`config.mk`:
```
export PLATFORM = sky130hd
export DESIGN_NAME = hex_display_mmio
export DESIGN_NICKNAME = d
export VERILOG_FILES = /design/src/rtl/hex_display_mmio.sv
export SDC_FILE = /design/constraint.sdc
export NUM_CORES = 1
export LEC_CHECK = 0
export ABC_AREA = 1
export BUFFER_PORTS_ARGS = -buffer_cell sky130_fd_sc_hd__buf_4
export CAP_MARGIN = 20
export CORE_ASPECT_RATIO = 2
export CORE_MARGIN = 2
export CORE_UTILIZATION = 46
export CTS_CLUSTER_DIAMETER = 120
export CTS_CLUSTER_SIZE = 20
export DETAILED_ROUTE_END_ITERATION = 8
export GPL_ROUTABILITY_DRIVEN = 0
export PLACE_DENSITY = 0.67
export SYNTH_ARGS = -nofsm -noshare
export SYNTH_HDL_FRONTEND = slang
export SYNTH_SLANG_ARGS = --single-unit
```
`constraint.sdc`:
```
create_clock -name clk -period 2.4 [get_ports clk]
set_input_delay 0.24 -clock clk [delete_from_list [all_inputs] [get_ports clk]]
set_output_delay 0.24 -clock clk [all_outputs]
set_load 0.01 [all_outputs]
```
`src/rtl/hex_display_mmio.sv`:
```
// Memory-mapped 7-digit decimal display: a store to BASE_ADDR is converted to BCD by
// a 24-cycle double-dabble and latched onto HEX0..HEX6. Optional macro: HEX_LEADING_ZERO_BLANK_EN.
module hex_display_mmio #(
  parameter logic [31:0] BASE_ADDR = 32'h0000_0400,
  parameter logic [31:0] STAT_ADDR = 32'h0000_0404
) (
  input  logic        clk,
  input  logic        reset,
  input  logic        mem_write,
  input  logic [31:0] alu_result,
  input  logic [31:0] write_data,
  output logic [31:0] rd_data,
  output logic [6:0]  HEX0,
  output logic [6:0]  HEX1,
  output logic [6:0]  HEX2,
  output logic [6:0]  HEX3,
  output logic [6:0]  HEX4,
  output logic [6:0]  HEX5,
  output logic [6:0]  HEX6
);

  typedef enum logic [1:0] {IDLE, CONVERT, LATCH} state_t;

  localparam logic [6:0]  SEG_BLANK = 7'b1111111;
  localparam logic [6:0]  SEG_DASH  = 7'b0111111;
  localparam logic [23:0] DASH_MIN  = 24'd10_000_000;

  state_t           state_q, state_d;
  logic [23:0]      shift_q, shift_d;
  logic [27:0]      bcd_q, bcd_d;
  logic [4:0]       cnt_q, cnt_d;
  logic             over_q, over_d;
  logic             pend_q, pend_d;
  logic [23:0]      pend_data_q, pend_data_d;
  logic [6:0][6:0]  hex_q, hex_d;

  logic             accept;
  logic             busy;
  logic [27:0]      bcd_adj;
  logic [6:0][6:0]  disp;
  logic [23:0]      load_val;
  logic             unused_wdata;

  assign accept       = mem_write && (alu_result == BASE_ADDR);
  assign busy         = (state_q == CONVERT) || (state_q == LATCH);
  assign unused_wdata = ^write_data[31:24];
  assign rd_data      = (alu_result == STAT_ADDR) ? {30'b0, pend_q, busy} : 32'b0;

  // Add-3 correction on every nibble that would overflow past 9 after the shift.
  for (genvar gi = 0; gi < 7; gi++) begin : g_adj
    assign bcd_adj[4*gi +: 4] = (bcd_q[4*gi +: 4] >= 4'd5) ? bcd_q[4*gi +: 4] + 4'd3
                                                           : bcd_q[4*gi +: 4];
  end

  function automatic logic [6:0] seg(input logic [3:0] d);
    case (d)
      4'd0: seg = 7'b1000000;
      4'd1: seg = 7'b1111001;
      4'd2: seg = 7'b0100100;
      4'd3: seg = 7'b0110000;
      4'd4: seg = 7'b0011001;
      4'd5: seg = 7'b0010010;
      4'd6: seg = 7'b0000010;
      4'd7: seg = 7'b1111000;
      4'd8: seg = 7'b0000000;
      4'd9: seg = 7'b0010000;
      default: seg = SEG_BLANK;
    endcase
  endfunction

  always_comb begin
    logic nz;
    nz = 1'b0;
    for (int i = 0; i < 7; i++) begin
      disp[i] = over_q ? SEG_DASH : seg(bcd_q[4*i +: 4]);
    end
`ifdef HEX_LEADING_ZERO_BLANK_EN
    // HEX0 always shows a digit; only numeric results lose their leading zeros.
    for (int i = 6; i >= 1; i--) begin
      nz = nz || (bcd_q[4*i +: 4] != 4'd0);
      if (!over_q && !nz) disp[i] = SEG_BLANK;
    end
`endif
  end

  always_comb begin
    state_d     = state_q;
    shift_d     = shift_q;
    bcd_d       = bcd_q;
    cnt_d       = cnt_q;
    over_d      = over_q;
    pend_d      = pend_q;
    pend_data_d = pend_data_q;
    hex_d       = hex_q;
    load_val    = accept ? write_data[23:0] : pend_data_q;

    case (state_q)
      IDLE: begin
        if (accept || pend_q) begin
          shift_d = load_val;
          bcd_d   = 28'b0;
          cnt_d   = 5'd0;
          over_d  = (load_val >= DASH_MIN);
          pend_d  = 1'b0;
          state_d = CONVERT;
        end
      end
      CONVERT: begin
        if (accept) begin
          pend_d      = 1'b1;
          pend_data_d = write_data[23:0];
        end
        bcd_d   = {bcd_adj[26:0], shift_q[23]};
        shift_d = {shift_q[22:0], 1'b0};
        cnt_d   = cnt_q + 5'd1;
        if (cnt_q == 5'd23) state_d = LATCH;
      end
      LATCH: begin
        if (accept) begin
          pend_d      = 1'b1;
          pend_data_d = write_data[23:0];
        end
        hex_d   = disp;
        state_d = IDLE;
      end
      default: state_d = IDLE;
    endcase
  end

  always_ff @(posedge clk) begin
    if (reset) begin
      state_q     <= IDLE;
      shift_q     <= 24'b0;
      bcd_q       <= 28'b0;
      cnt_q       <= 5'd0;
      over_q      <= 1'b0;
      pend_q      <= 1'b0;
      pend_data_q <= 24'b0;
      hex_q       <= {7{SEG_BLANK}};
    end else begin
      state_q     <= state_d;
      shift_q     <= shift_d;
      bcd_q       <= bcd_d;
      cnt_q       <= cnt_d;
      over_q      <= over_d;
      pend_q      <= pend_d;
      pend_data_q <= pend_data_d;
      hex_q       <= hex_d;
    end
  end

  assign HEX0 = hex_q[0];
  assign HEX1 = hex_q[1];
  assign HEX2 = hex_q[2];
  assign HEX3 = hex_q[3];
  assign HEX4 = hex_q[4];
  assign HEX5 = hex_q[5];
  assign HEX6 = hex_q[6];

endmodule

```
After elaboration in Yosys (flattened, before gate mapping)
Memory sizes are Yosys's and may differ from the RTL's. A register that Yosys moved wholly into a read port is not among the register bits. Index checks and enable logic that the tools add are counted.

Equal/unequal tests: 8. Reductions and logical operators: 11. $add $sub $neg: 8. Magnitude comparators: 8. Multiplexer cells: 42.

Operators by type and width (number): $mux 4 (20); $eq 32x11->1 const B (2); $pmux 28 s2 (1); $mux 7 (7); $mux 24 (2); $pmux 24 s2 (1); $ge 4x3->1 const B (7); $mux 28 (1); $add 4x2->4 const B (6); $ge 24x24->1 const B (1); $pmux 5 s2 (1); $mux 2 (3); $reduce_and 2->1 (3); $add 5x1->5 const B (1); $eq 5x5->1 const B (1); $mux 5 (1); $ne 2x1->1 const B (2); $pmux 2 s2 (1); $reduce_bool 2->1 (2); $add 3x2->3 const B (1); $mux 3 (1); $reduce_and 3->1 (1); $eq 2x1->1 const B (1); $eq 2x2->1 const B (1); 7 further kinds (9).

Memories kept: 7. Input port bits: 67. Register bits: 134. Bits in read-only memories: 784. Output and inout bits: 81. Word-level logic and storage cells: 98.

Memory list: (no name shown) (depth 16, width 7, rd ports 1, clocked after Yosys merged registers in 1, write ports 0, line 56) `case (d)`; (no name shown) (depth 16, width 7, rd ports 1, clocked after Yosys merged registers in 1, write ports 0, line 56); (no name shown) (depth 16, width 7, rd ports 1, clocked after Yosys merged registers in 1, write ports 0, line 56); (no name shown) (depth 16, width 7, rd ports 1, clocked after Yosys merged registers in 1, write ports 0, line 56); (no name shown) (depth 16, width 7, rd ports 1, clocked after Yosys merged registers in 1, write ports 0, line 56); (no name shown) (depth 16, width 7, rd ports 1, clocked after Yosys merged registers in 1, write ports 0, line 56); +1 memories.

Depth between registers and ports, before layout
Gate-level depths: netlist (run 1).

Word-level depth: 7. Gate-level depth with buffers: 20. Gate-level depth less buffers: 18.

Worst setup path before layout (run 1)
No wires, ideal clock.

Path type: reg2reg. Start: reg state_q[1]. End: reg with a tool-made name. Path buffers: 4. Setup slack: 0.222 ns. Clock period less this slack: 2.178 ns. Cell stages (with the launch flop): 15. Library setup time: 0.121 ns. Arrival time: 2.058 ns. Path through: dfxtp_1 inv_1 ha_1 buf_2 inv_1 buf_2 buf_2 buf_2 o21ai_0 nand3_2 ha_1 inv_1 nand2_1 nand3_1 nand2_1.

RTL lines: start: declaration (line 28) `state_t state_q, state_d;`; start signal: assignment (line 141) `state_q <= state_d;`.

==> flow_summary_export.csv, run 1 <==
group,metric,value,unit
detailed_routing,via_per_inst,4.91,
synth,synthMuxAreaShare,0,%
pwr,comb_power_share,33.7,%
global_route,grtUsageTotal,20.8,%
layout,nFillCells,1920,
clock_tree,numCtsBuffers,17,
hold_path,hold_class,"input pin to register",
floorplan,num_rows,73,
detailed_routing,drt-total-wl,21.5,mm
layout,drive_above_1_share,20.3,%
floorplan,core-area,19700,um2
synth,yosys.area.top_type,"dfxtp_1",
clock_tree,cts_max_level,4,
synth,synth_area_leaders,"dfxtp_1, nand2_1, ha_1",
synth,yosysWarnings,0,
synth,synth_seq_cells,183,
critical_path,reg2reg_setup_slack,0.19,ns
synth,synthSimpleGateAreaFrac,22.7,%
clock_tree,clock_latency,0.44,ns
synth,synth_top_area_share,39.9,%
critical_path,path_max_fanout,22,
hold_path,whs_path_depth,2,
synth,synth_cell_type_count,42,
global_route,grt_max_degree,48,
clock_tree,cts_buffer_depth,2,
layout,nets,1508,
clock_tree,clk_pin_slew,0.07,ns
placement,io_buffers,109,
global_route,antenna_found_initial,0,
global_route,grt_overflow,0,
synth,synth_compound_gate_area_share,16.8,%
sta,period_share,91.9,%
synth,synth_flop_cell,"dfxtp_1",
sta,worst_hold_slack,0.124,ns
floorplan,die-area,21200,um2
critical_path,worstPathArrival,2.53,ns
detailed_routing,drt-initial-drc-count,273,
detailed_routing,remaining_drc_errors,0,
global_route,grt_pass1_wl,36.1,mm
sta,slew_viol_final,0,
placement,placed_cells,1622,
synth,synth_top_family_by_area,"simple AND/OR/NAND/NOR gates",
sta,max_freq,0.453,GHz
pwr,p_leak,5.58,nW
detailed_routing,firstDrtPassIters,5,
critical_path,crit_type,"register to register",
pwr,power_density,890,nW/um2
global_route,grt_pass1_vias,8061,
layout,area_growth,21.5,%
synth,synthArstFlopShare,0,%
outcome,status,"finished clean",
layout,final_cells,1661,
critical_path,required,2.73,ns
synth,yosys-top-cells-count,"nand2_1, dfxtp_1, inv_1, o21ai_0, a21oi_1",
pwr,net-switching-power,3.54,mW
sta,slew_headroom,53.1,%
synth,synthAdderAreaFrac,7.35,%
pwr,seq_power_share,37.7,%
clock_tree,root_buffer,"clkbuf_16",
pwr,p_clk_share,28.6,%
synth,synthCells,1243,
sta,tightest_slew,0.701,ns
pwr,vdd.ir_drop.worst,0.616,mV
synth,syn_area,9190,um2
floorplan,io_pins,148,
detailed_routing,num_vias,8150,
layout,diodes,0,
floorplan,die_y,204,um
sta,finalSetupViolations,0,
sta,fin_skew,0.0100,ns
clock_tree,clock_sinks,183,
floorplan,start_util,46.6,%
critical_path,cp-start-kind,"register",
pwr,switching_share,35.6,%
detailed_routing,avgRoutedWirePerCell,12.9,um
pwr,power.internal,6.39,mW
synth,synth_edf_count,0,
clock_tree,cts_tree,"built",
detailed_routing,drtAntennaViolNets,0,
critical_path,end_kind,"register",
critical_path,reg2regPathDepth,12,
placement,dp_hpwl,15.8,mm
synth,ys_seq_area_share,39.9,%
synth,synth-xor-area-share,0.667,%
sta,finalHoldViolations,0,
floorplan,die_x,104,um
run,cap_violations,0,
synth,avgSynthCellArea,7.39,um2
synth,yosysMostFrequentCell,"nand2_1",
clock_tree,ctsHoldBuffers,0,
sta,period_minus_slack,2.21,ns
==> critical path, cell delays in order, from the launching register on <==
cell	delay, ns
dfxtp_1	0.33
inv_1	0.11
ha_2	0.23
inv_1	0.11
o21ai_4	0.28
buf_12	0.20
nor2_1	0.07
nor2_2	0.17
inv_1	0.11
ha_1	0.28
nand2_1	0.07
nand3_1	0.08
nand2_1	0.05
==> metal layers <==
layer	part of all wire [%]	GRT usage, %	up-vias
met5	0	0	-
met4	2.4	8.69	0
met3	3.5	3.67	37
met2	57	42.8	158
met1	37	19.5	3756
li1	-	-	4199
==> power groups by stage <==
stage	Combinational [mW]	Sequential (mW)	Clock, mW
finish	3.35	3.75	2.84
global route	3.84	3.80	2.99
CTS	3.23	3.75	2.88
detailed placement	3.20	3.81	0
global placement	3.14	3.80	0
floorplan	2.37	3.77	0
==> through the flow <==
stage	power, mW	utilization [%]	worst slack, ns	setup TNS [ns]	instance area (um2)
2_1_floorplan	6.13	-	0.222	0	9300
3_3_place_gp	6.94	52.9	-0.0152	-0.0196	10400
6_report	9.93	56.6	0.195	0	11200
4_1_cts	9.86	55.9	0.0404	0	11000
3_5_place_dp	7.02	52.9	-0.0614	-0.154	10400
5_1_grt	10.6	56.6	-0.00620	-0.00620	11200
==> cells in the final DEF, fill, tap and decap left out, types with 6 or more instances in the layout <==
cell type and count:
a211oi_1 7, inv_1 161, o21ai_0 88, a21oi_2 12, xor2_1 7, clkbuf_16 18
a221o_1 7, buf_4 171, inv_2 18, o21ai_2 6, a21oi_1 74, o22ai_1 42
nand3_1 68, nor2_1 68, nand3_2 10, dfxtp_1 182, conb_1 30, nand2_1 304
ha_1 52
==> worst paths after layout <==
| kind | from | to |
|---|---|---|
| setup reg to reg | state_q[1] | register |
| setup / recovery | state_q[1] | register |
| hold reg to reg | register | HEX6[0] |
| hold / removal | reset | cnt_q[1] |
==> area by class of cell <==
type / instances / area, um2 / area share, %
multi-input combinational: 828 / 4510 / 40.4
sequential: 183 / 3660 / 32.8
timing repair buffer: 176 / 1400 / 12.5
inverter: 181 / 679 / 6.09
clock buffer: 19 / 443 / 3.97
tap: 262 / 328 / 2.94
clock inverter: 12 / 143 / 1.28
==> repair_timing <==
action                                  4_1_cts  5_1_grt
gates cloned                                  0        1
resized for setup                             1       14
pin swaps                                     0        6
endpoints found under the setup margin        3       38
buffers inserted                              0        7
==> kinds of logic (layout without fill, tap and decap cells) <==
family / count (synthesis) / in the layout
and+or+nand+nor: 482 / 482
buffers and inverters: 261 / 388
AOI/OAI and AO/OA: 255 / 255
DFF: 183 / 183
adders and majority gates: 54 / 54
xor gates and xnor gates: 7 / 7
other: 1 / 30
Note: power is estimated with default switching activity, not from simulation.
==> inputs of run 2 (changes only) <==
Settings changed: ABC_AREA 1 to unset.
==> run 2 against run 1 <==
First-iteration DRC count is 5.1% higher; non-clock buffer count grew 43; global-route usage grew 0.76 points; clock power increased by 4%; highest routed layer unchanged.
==> flow_summary_export.csv, run 2 <==
group,metric,value,unit
synth,yosysWarnings,0,
clock_tree,cts_tree,"built",
detailed_routing,wl_met3,736,um
global_route,grt_pass1_wl,35.3,mm
clock_tree,clk_pin_slew,0.07,ns
critical_path,path_max_fanout,11,
layout,final_util,59.2,%
placement,io_buffers,109,
sta,finalWorstSetupSlack,0.109,ns
clock_tree,clock_sinks,183,
sta,fin_skew,0.00902,ns
synth,synth_seq_cells,183,
placement,dp_slack,-0.381,ns
pwr,total_power,6.61,mW
hold_path,hold_class,"input pin to register",
global_route,grt_pass1_vias,7616,
placement,dp_hpwl,15.4,mm
sta,slew_headroom,53.0,%
critical_path,required,2.75,ns
detailed_routing,via_per_inst,5.34,
synth,yosys-top-cells-count,"dfxtp_1, nand2_1, nor2_1, a21oi_1, ha_1",
hold_path,hp-start,"write_data[0]",
pwr,power_density,582,nW/um2
clock_tree,clock_latency,0.45,ns
pwr,switching_share,23.2,%
critical_path,worstPathArrival,2.64,ns
floorplan,io_pins,148,
synth,synthArstFlopShare,0,%
layout,nets,1295,
synth,avgSynthCellArea,8.94,um2
sta,finalSetupViolations,0,
critical_path,timing.rr.start,"state_q[1]",
synth,synth_area_leaders,"dfxtp_1, ha_1, mux2i_1",
detailed_routing,drtAntennaViolNets,0,
detailed_routing,drt-total-wl,21.4,mm
layout,final_cells,1446,
synth,synthCells,995,
outcome,status,"finished clean",
detailed_routing,wl_met1,7.94,mm
critical_path,cp-start-kind,"input pin",
layout,mostFrequentLayoutCells,"buf_4, dfxtp_1, nand2_1, nor2_1, a21oi_1",
floorplan,die-area,20500,um2
synth,yosys.area.top_type,"dfxtp_1",
floorplan,die_y,201,um
detailed_routing,firstDrtPassIters,4,
pwr,vdd.ir_drop.worst,0.495,mV
sta,period_minus_slack,2.29,ns
layout,diodes,0,
clock_tree,cts_buffer_depth,2,
sta,finalHoldViolations,0,
floorplan,core-area,19200,um2
synth,synth_flop_cell,"dfxtp_1",
clock_tree,ctsHoldBuffers,0,
pwr,seq_power_share,47.0,%
clock_tree,numCtsBuffers,17,
critical_path,end_kind,"register",
placement,placed_cells,1405,
global_route,grt_overflow,0,
pwr,net-switching-power,1.53,mW
layout,nFillCells,1714,
floorplan,die_x,102,um
pwr,p_leak,4.71,nW
layout,area_growth,27.6,%
clock_tree,root_buffer,"clkbuf_16",
run,cap_violations,0,
synth,ys_seq_area_share,41.2,%
sta,max_freq,0.437,GHz
pwr,comb_power_share,8.5,%
critical_path,crit_type,"input pin to register",
synth,synth_top_area_share,41.2,%
floorplan,num_rows,72,
sta,tightest_slew,0.702,ns
global_route,antenna_found_initial,0,
detailed_routing,avgRoutedWirePerCell,14.8,um
pwr,p_clk_share,44.5,%
detailed_routing,remaining_drc_errors,0,
layout,mostFrequentLayoutCell,"buf_4",
critical_path,crit_start,"alu_result[17]",
synth,synth_cell_type_count,79,
synth,synth_edf_count,0,
sta,slew_viol_final,0,
detailed_routing,topRoutingLayerUsed,"met4",
global_route,grt_max_degree,55,
pwr,power.internal,5.08,mW
detailed_routing,drt-initial-drc-count,287,
detailed_routing,dr_wl_met2,12.0,mm
synth,syn_area,8900,um2
sta,period_share,95.4,%
detailed_routing,num_vias,7719,
synth,yosysMostFrequentCell,"dfxtp_1",
clock_tree,cts_max_level,4,
global_route,grtUsageTotal,21.5,%
layout,drive_above_1_share,26.7,%
floorplan,start_util,46.4,%
run 2: final timing paths:
kind / end / slack [ns] / cells after the start
min reg2reg: HEX6[5] / 0.44 / 2
max: register / 0.11 / 13
min: pend_data_q[0] / 0.04 / 3
max reg2reg: register / 0.13 / 9
run 2: power groups by stage:
stage | clock, mW | combinational, mW | sequential, mW
after floorplan | 0 | 0.337 | 3.17
after global placement | 0 | 0.528 | 3.17
after detailed placement | 0 | 0.534 | 3.17
after CTS | 3.03 | 0.537 | 3.11
after global routing | 3.15 | 0.616 | 3.11
final | 2.94 | 0.560 | 3.11
run 2: cell families after synthesis:
group                    share of synthesized area (%)
multiplexers                                      5.89
other                                           0.0422
AND/OR/NAND/NOR                                   14.7
adder cells (fa/ha/maj)                           7.59
XOR/XNOR                                          1.28
buffers and inverters                             7.95
flip-flops                                        41.2
AO/OA/AOI/OAI                                     21.4
run 2: stage by stage:
| stage | TNS, ns | hold WS [ns] | area (um2) |
|---|---|---|---|
| after CTS | 0 | 0.0194 | 11200 |
| after detailed placement | -15.99 | 0.430 | 10500 |
| after global placement | -11.62 | 0.421 | 10500 |
| after floorplan | -0.0292 | 0.384 | 9040 |
| after global routing | -0.0566 | 0.0710 | 11400 |
| final | 0 | 0.0369 | 11400 |
run 2: worst max-delay path, cell delays in order:
cell and delay (ns):
buf_4 0.11, nor4_2 0.28, nand4_1 0.16, buf_4 0.20, o311ai_4 0.31, buf_12 0.16, nand2_4 0.12, nor2_1 0.16
a21oi_2 0.05, or2_2 0.32, ha_1 0.31, nor2_1 0.05, o31ai_1 0.20
run 2: final cells by class:
class,count,area (um2),area share [%]
Multi-Input combinational cell,697,4790,42.2
Sequential cell,183,3670,32.3
Timing Repair Buffer,219,1740,15.3
Clock buffer,19,443,3.90
Tap cell,259,324,2.85
Inverter,56,210,1.85
Clock inverter,13,179,1.58
run 2: repair_timing:
action / 4_1_cts / 5_1_grt
buffers inserted: 0 / 8
resized for setup: 0 / 29
setup endpoints to repair: 0 / 37
run 2: layer usage:
metal | vias up | global-route usage [%]
met3 | 55 | 4.56
met5 | - | 0
li1 | 3832 | -
met1 | 3649 | 22.2
met4 | 0 | 10.1
met2 | 183 | 39.9
==> inputs of run 3 (changes only) <==
Settings changed: PLACE_DENSITY 0.67 to 0.7.
Clock period 2.4 ns to 1.9 ns, I/O delays scaled along.
==> run 3 against run 2 <==
The run now ends with negative setup slack left; register-to-register slack lost 0.51 ns; clock power grew 24%; final area increased by 22%; final cell count is 8.3% higher; wire length rose by 33%; worst setup slack worse by 0.49 ns; sequential share of layout area shrank 5.7 points; non-clock buffer count rose by 118; sequential power rose by 27%; sequential cell count is the same; total power is 29% higher; global-route usage increased by 4.0 points; largest cell class unchanged.
==> flow_summary_export.csv, run 3 (synthesis gave the netlist of run 2 again) <==
group,metric,value,unit
layout,drive_above_1_share,45.0,%
critical_path,timing.rr.start,"bcd_q[17]",
critical_path,reg2reg_setup_slack,-0.38,ns
sta,fin_tns_setup,-15.25,ns
clock_tree,cts_max_level,4,
critical_path,required,2.24,ns
critical_path,max_stage_delay,0.34,ns
hold_path,hold_class,"input pin to register",
detailed_routing,drt-initial-drc-count,437,
sta,period_share,120,%
sta,max_freq,0.438,GHz
global_route,grt_overflow,0,
pwr,vdd.ir_drop.worst,0.613,mV
critical_path,cp-start-kind,"register",
layout,diodes,0,
critical_path,path_cells,"inv_2 > ha_1 > nand2b_1 > a21oi_4 > buf_4 > nor3_2 > buf_4 > mux2i_4 > inv_2 > ha_4 > mux2i_4 > a2bb2oi_1",
critical_path,crit_family,"buffers and inverters",
detailed_routing,dr_wl_met2,16.1,mm
critical_path,cp_slowest_cell,"dfxtp_2",
detailed_routing,via_per_inst,5.56,
layout,final_util,72.1,%
critical_path,crit_type,"register to register",
floorplan,die_y,201,um
layout,area_growth,55.5,%
clock_tree,clock_sinks,183,
clock_tree,numCtsBuffers,17,
run,cap_violations,0,
layout,final_cells,1566,
detailed_routing,firstDrtPassIters,6,
floorplan,start_util,46.4,%
clock_tree,clk_pin_slew,0.07,ns
detailed_routing,wl_met1,9.60,mm
sta,tightest_slew,0.835,ns
outcome,status,"complete, but fails checks",
pwr,power_density,618,nW/um2
critical_path,path_max_fanout,4,
sta,worst_hold_slack,0.0695,ns
layout,nets,1415,
sta,finalWorstSetupSlack,-0.381,ns
pwr,p_leak,5.56,nW
outcome,violations,"negative setup slack",
global_route,grt_max_degree,54,
floorplan,die_x,102,um
sta,period_minus_slack,2.28,ns
placement,io_buffers,109,
global_route,grt_pass1_wl,41.2,mm
layout,mostFrequentLayoutCells,"buf_4, dfxtp_1, nand2_1, buf_6, nor2_1",
sta,slew_viol_final,0,
detailed_routing,remaining_drc_errors,0,
detailed_routing,topRoutingLayerUsed,"met4",
sta,finalHoldViolations,0,
detailed_routing,drtAntennaViolNets,0,
sta,rsz0062_at_grt,"true",
global_route,grt_pass1_vias,8469,
clock_tree,cts_buffer_depth,2,
hold_path,hp-start,"reset",
critical_path,worstPathArrival,2.62,ns
placement,placed_cells,1461,
sta,finalSetupViolations,76,
floorplan,num_rows,72,
hold_path,hold_end,"state_q[0]",
sta,fin_skew,0.0119,ns
clock_tree,clock_latency,0.45,ns
global_route,antenna_found_initial,0,
detailed_routing,drt-total-wl,28.5,mm
critical_path,reg2regPathDepth,12,
detailed_routing,avgRoutedWirePerCell,18.2,um
critical_path,end_kind,"register",
hold_path,whs_path_depth,2,
floorplan,io_pins,148,
layout,mostFrequentLayoutCell,"buf_4",
clock_tree,root_buffer,"clkbuf_16",
global_route,grtUsageTotal,25.5,%
detailed_routing,wl_met3,1.30,mm
floorplan,die-area,20500,um2
placement,dp_slack,-0.910,ns
critical_path,crit_buf_inv,4,
clock_tree,cts_tree,"built",
floorplan,core-area,19200,um2
detailed_routing,num_vias,8708,
placement,dp_hpwl,17.0,mm
sta,slew_headroom,44.1,%
==> run 3: worst max path at each step <==
stage | from | endpoint | slack, ns | depth (start not counted)
2_1_floorplan | alu_result[11] | register | -0.37 | 10
3_3_place_gp | alu_result[5] | register | -0.86 | 11
3_5_place_dp | alu_result[17] | register | -0.91 | 11
4_1_cts | state_q[1] | register | -0.27 | 12
5_1_grt | alu_result[17] | register | -0.47 | 13
6_report | bcd_q[17] | register | -0.38 | 12
==> run 3: layout make-up <==
class,instances,area [um2]
multi-input combinational,699,6050
inverter,56,240
sequential,183,3680
clock inverter,12,143
fill,1254,5360
timing repair buffer,337,2940
tap,259,324
clock buffer,20,457
==> run 3: worst register-to-register path, delay by kind of cell (launching register included) <==
family / cells / cell delay [ns]
AOI/OAI and AO/OA: 2 / 0.33
muxes: 2 / 0.39
DFF: 1 / 0.34
adders and majority gates: 2 / 0.36
buffers and inverters: 4 / 0.51
and+or+nand+nor: 2 / 0.26
==> run 3: what timing repair did <==
item / CTS / global route
endpoints found under the setup margin: 84 / 87
pin swaps: 66 / 77
setup buffers: 41 / 33
hold buffers: 1 / 0
endpoints found under the hold margin: 1 / 0
cloned: 3 / 2
gates resized for setup: 151 / 151
==> run 3: per-layer routing <==
layer | vias to the layer above | GRT usage, %
li1 | 4078 | -
met1 | 4180 | 25.9
met2 | 344 | 48.0
met3 | 106 | 4.67
met4 | 0 | 12.3
met5 | - | 0
==> run 3: stage by stage <==
step | area [um2] | total power, mW
3_3_place_gp | 11300 | 4.73
5_1_grt | 13800 | 8.83
3_5_place_dp | 11300 | 4.75
6_report | 13800 | 8.56
2_1_floorplan | 9380 | 4.46
4_1_cts | 12900 | 8.43
==> run 3: where the power goes <==
part	internal (mW)	switching, mW	total (mW)
clock	2.03	1.61	3.64
sequential	3.88	0.0562	3.94
combinational	0.454	0.523	0.977
